==> src/rtl/adder_8b_result_stage.sv <==
// Result stage behind an 8-bit adder: a 2-entry in-order buffer that tags each result
// with zero/negative/overflow flags at capture and counts delivered carry-outs.
//
// state | meaning
// EMPTY | no entry held, head outputs invalid
// ONE   | head register holds the only entry
// TWO   | head plus one queued entry in the slot; upstream is stalled
module adder_8b_result_stage #(
    parameter int CNT_W = 16
) (
    input  logic             clk,
    input  logic             rst_n,
    input  logic             in_valid,
    output logic             in_ready,
    input  logic [7:0]       in_a,
    input  logic [7:0]       in_b,
    input  logic [7:0]       in_sum,
    input  logic             in_cout,
    output logic             out_valid,
    input  logic             out_ready,
    output logic [7:0]       out_sum,
    output logic             out_cout,
    output logic             out_zero,
    output logic             out_neg,
    output logic             out_ovf,
    input  logic             clr_cnt,
    output logic [CNT_W-1:0] carry_cnt
);

    typedef enum logic [1:0] {
        EMPTY = 2'd0,
        ONE   = 2'd1,
        TWO   = 2'd2
    } state_t;

    typedef struct packed {
        logic [7:0] sum;
        logic       cout;
        logic       zero;
        logic       neg;
        logic       ovf;
    } entry_t;

    state_t state, state_nxt;
    entry_t head, slot, captured;
    logic   accept, deliver;
    logic   head_load_in, head_load_slot, slot_load;

    assign in_ready  = (state != TWO);
    assign out_valid = (state != EMPTY);
    assign accept    = in_valid && in_ready;
    assign deliver   = out_valid && out_ready;

    // Flags are derived once here so the stored entry never depends on later inputs.
    always_comb begin
        captured.sum  = in_sum;
        captured.cout = in_cout;
        captured.zero = (in_sum == 8'h00);
        captured.neg  = in_sum[7];
        captured.ovf  = (in_a[7] == in_b[7]) && (in_sum[7] != in_a[7]);
    end

    always_ff @(posedge clk or negedge rst_n) begin
        if (!rst_n) begin
            state <= EMPTY;
        end else begin
            state <= state_nxt;
        end
    end

    always_comb begin
        state_nxt      = state;
        head_load_in   = 1'b0;
        head_load_slot = 1'b0;
        slot_load      = 1'b0;
        case (state)
            EMPTY: begin
                if (accept) begin
                    state_nxt    = ONE;
                    head_load_in = 1'b1;
                end
            end
            ONE: begin
                if (accept && deliver) begin
                    head_load_in = 1'b1;
                end else if (accept) begin
                    state_nxt = TWO;
                    slot_load = 1'b1;
                end else if (deliver) begin
                    state_nxt = EMPTY;
                end
            end
            TWO: begin
                if (deliver) begin
                    state_nxt      = ONE;
                    head_load_slot = 1'b1;
                end
            end
            default: begin
                state_nxt = EMPTY;
            end
        endcase
    end

    always_ff @(posedge clk or negedge rst_n) begin
        if (!rst_n) begin
            head <= '0;
            slot <= '0;
        end else begin
            if (head_load_in) begin
                head <= captured;
            end else if (head_load_slot) begin
                head <= slot;
            end
            if (slot_load) begin
                slot <= captured;
            end
        end
    end

    // Clear wins over a same-cycle increment; the count sticks at all-ones.
    always_ff @(posedge clk or negedge rst_n) begin
        if (!rst_n) begin
            carry_cnt <= '0;
        end else if (clr_cnt) begin
            carry_cnt <= '0;
        end else if (deliver && head.cout && (carry_cnt != {CNT_W{1'b1}})) begin
            carry_cnt <= carry_cnt + CNT_W'(1);
        end
    end

    assign out_sum  = head.sum;
    assign out_cout = head.cout;
    assign out_zero = head.zero;
    assign out_neg  = head.neg;
    assign out_ovf  = head.ovf;

endmodule

==> config.mk <==
export PLATFORM = sky130hd
export DESIGN_NAME = adder_8b_result_stage
export DESIGN_NICKNAME = d
export VERILOG_FILES = /design/src/rtl/adder_8b_result_stage.sv
export SDC_FILE = /design/constraint.sdc
export NUM_CORES = 1
export LEC_CHECK = 0
export ABC_CLOCK_PERIOD_IN_PS = 6000
export BUFFER_PORTS_ARGS = -buffer_cell sky130_fd_sc_hd__buf_2
export CORE_AREA = 5 5 66 68
export CTS_BUF_LIST = sky130_fd_sc_hd__clkbuf_16
export DETAILED_ROUTE_END_ITERATION = 16
export DIE_AREA = 0 0 71 73
export PLACE_DENSITY = 0.83
export SLEW_MARGIN = 15
export SYNTH_ARGS = -nofsm -noshare
export SYNTH_HDL_FRONTEND = slang
export SYNTH_SLANG_ARGS = --single-unit
export TNS_END_PERCENT = 30
==> constraint.sdc <==
create_clock -name clk -period 6 [get_ports clk]
set_input_delay 0.6 -clock clk [delete_from_list [all_inputs] [get_ports clk]]
set_output_delay 0.6 -clock clk [all_outputs]
set_load 0.01 [all_outputs]
==> flow_metrics.py <==
metrics = {
    "pwr": {
        "ir_drop_mv": 0.179,
        "p_leak_uw": 0.00115,
        "pwr_density_cell_nw_per_um2": 306,
    },
    "clocking": {
        "cts_buffers": 5,
        "clkSinkCount": 40,
        "clkSlewWorstSetupHoldPaths_ns": 0.06,
        "cts_root_buf": "clkbuf_16",
        "h-tree-depth": 2,
        "cts_tree": "done",
        "ctsLongestPathBuffers": 2,
        "cts.hold.buffers_added": 0,
        "clock_latency_ns": 0.28,
        "cts_setup_buffers": 0,
        "postCtsResizedCells": 0,
    },
    "route": {
        "wl_met1_um": 1920,
        "drtPass1Iterations": 4,
        "routed.top_layer": "met4",
        "via_count": 1725,
        "wl_per_cell_um": 13.8,
        "wl_met3_um": 257,
        "drtIter0Drc": 151,
        "drt-vias-per-instance": 5.62,
        "drc": 0,
        "route.met2.wl_um": 2020,
        "drt-total-wl_um": 4220,
        "final_antenna_net_count": 0,
    },
    "timing": {
        "setup_tns_ns": 0,
        "max_freq_ghz": 0.444,
        "slew_viol_final": 0,
        "setup-violations-final": 0,
        "rsz0062_at_grt": "no",
        "slew_headroom_pct": 42.4,
        "tightest_slew_ns": 0.864,
        "finalCritPeriodShare_pct": 37.6,
        "hold_viol_final": 0,
        "finalCriticalPeriod_ns": 2.25,
        "fin_skew_ns": 0.00616,
    },
    "synthesis": {
        "synth_top_family_by_area": "simple AND/OR/NAND/NOR gates",
        "async_flop_share_pct": 100,
        "synth_commonest_cells": "48 x nand2_1, 40 x dfrtp_1, 16 x o21ai_0, 13 x a21oi_1, 13 x nor2_1",
        "yosysWarnings": 0,
        "synth.area.mux_share_pct": 7.84,
        "synthSimpleGateAreaFrac_pct": 25.6,
        "synth_top_cell_area_share_pct": 50.6,
        "yosys.area_share.adder_pct": 0.633,
        "netlist_instances": 214,
        "synthTopCellsByArea": "dfrtp_1 51%, nand2_1 9.1%, mux2i_1 5.6%",
        "synthFlopType": "dfrtp_1",
        "synth.avg_cell_area_um2": 9.24,
        "synth-xor-area-share_pct": 0,
        "synth.distinct_cells": 35,
        "yosysMostFrequentCell": "nand2_1",
        "syn_nets": 245,
        "synth-compound-area-share_pct": 12.6,
        "synth_edf_count": 0,
        "ys_ff_latch": 40,
        "synth_area_leader_cell": "dfrtp_1",
        "yosysSeqAreaShare_pct": 50.6,
        "syn_area_um2": 1980,
    },
    "setup_path": {
        "crit_path_max_fanout": 13,
        "cp-start-kind": "flop",
        "slowest_stage": "or4_1",
        "endpoint_kind": "flop",
        "path_class": "flop to flop",
        "worstPathRequired_ns": 6.16,
        "crit_chain": "o211ai_2 > or4_1 > nor4b_1 > mux2_2",
        "critical_path_arrival_ns": 2.41,
        "worst_path_largest_cell_delay_ns": 0.66,
    },
    "floorplan": {
        "dieArea_um2": 5180,
        "io_pins": 60,
        "start_util_pct": 52.1,
        "core_region_area_um2": 3800,
        "die_y_um": 73,
        "die_w_um": 71,
        "rows": 23,
    },
    "final_layout": {
        "utilization_pct": 62.2,
        "fin_nets": 287,
        "regArea_um2": 1000,
        "drive_gt1_share_pct": 22.6,
        "area_growth_pct": 19.4,
        "multi_input_area_um2": 926,
        "fillers": 349,
        "antenna_cells": 0,
    },
    "global_route": {
        "grt_pass1_wl_um": 7390,
        "antenna_found_initial": 0,
        "grt_pass1_vias": 1657,
        "grt_max_degree": 41,
        "grt-ovfl-total": 0,
        "grt_use_total_pct": 17.5,
    },
    "placement": {
        "place_congestion": 0.764,
        "dp_hpwl_um": 2970,
        "port_buffers": 45,
    },
    "hold_path": {
        "min_path_type": "input port to asynchronous set/reset pin",
    },
    "outcome": {
        "status": "completed",
    },
    "job": {
        "maxCapViolations": 0,
    },
}
-- sequential cells by signal (all words and copies together) (netlist names) --
name	cells
carry_cnt	16
out_cout	1
out_ovf	1
out_sum	8
out_zero	1
slot	11
state	2
-- cells in the final DEF (no fill, tap or decap), types with 2 or more instances in the layout --
cell type | Yosys | final
nor2b_1 | 5 | 5
clkbuf_16 | 0 | 5
or3_1 | 3 | 3
inv_1 | 3 | 5
nand4_1 | 3 | 3
o41ai_1 | 2 | 2
buf_2 | 1 | 45
nor4_1 | 4 | 4
or4_1 | 7 | 7
o21ai_0 | 16 | 16
dfrtp_1 | 40 | 40
nor4b_1 | 2 | 2
nand3_1 | 8 | 8
nor2_1 | 13 | 12
mux2i_1 | 11 | 11
mux2_2 | 4 | 4
nand2_1 | 48 | 48
o31ai_1 | 6 | 6
a21oi_1 | 13 | 13
nand2b_1 | 3 | 3
-- layer usage --
metal | up-vias | global-route usage (%)
met3 | 5 | 3.99
met5 | - | 0
met1 | 824 | 22.7
met2 | 52 | 29.5
met4 | 0 | 4.80
li1 | 844 | -
-- final timing paths --
kind	start	end	slack [ns]	cells after the start
hold / removal	rst_n	carry_cnt[4]	0.43	1
hold reg to reg	slot[4]	slot[4]	0.47	2
min in group clk	slot[4]	slot[4]	0.47	2
setup reg to reg	state[1]	carry_cnt[13]	3.75	4
max in group asynchronous	rst_n	out_sum[3]	5.02	1
setup / recovery	state[1]	carry_cnt[13]	3.75	4
-- final cells by class --
cell class | instances | share of cell area, %
Clock buffer | 5 | 5.30
Sequential cell | 40 | 42.4
Timing Repair Buffer | 45 | 9.53
Multi-Input combinational cell | 161 | 39.2
Inverter | 3 | 0.477
Tap cell | 50 | 2.65
Clock inverter | 3 | 0.477
-- per-stage QoR --
stage	power, uW	setup slack, ns	cells	hold WS (ns)	cell area (um2)
floorplan	427	3.92	214	0.304	1980
global placement	474	3.51	299	0.457	2220
detailed placement	480	3.46	299	0.461	2220
CTS	729	3.73	307	0.470	2360
global route	766	3.57	307	0.490	2360
finish	723	3.75	307	0.433	2360
-- cell families after synthesis --
group	Yosys count
AND/OR/NAND/NOR	103
AO/OA/AOI/OAI	42
flip-flops	40
multiplexers	15
buffers and inverters	13
adder cells (fa/ha/maj)	1
-- critical path, delay by kind of cell (launching register included) --
family / cells / cell delay [ns]
compound gates: 1 / 0.26
flops: 1 / 0.46
mux: 1 / 0.38
simple gates: 2 / 1.05
-- power breakdown --
part / internal (uW) / switching, uW / leakage [uW] / total, uW
Combinational: 53.2 / 73.8 / 0.000555 / 127
Clock: 149 / 98.8 / 0.0000738 / 248
Sequential: 317 / 30.5 / 0.000525 / 347
(Power assumes the default switching activity.)
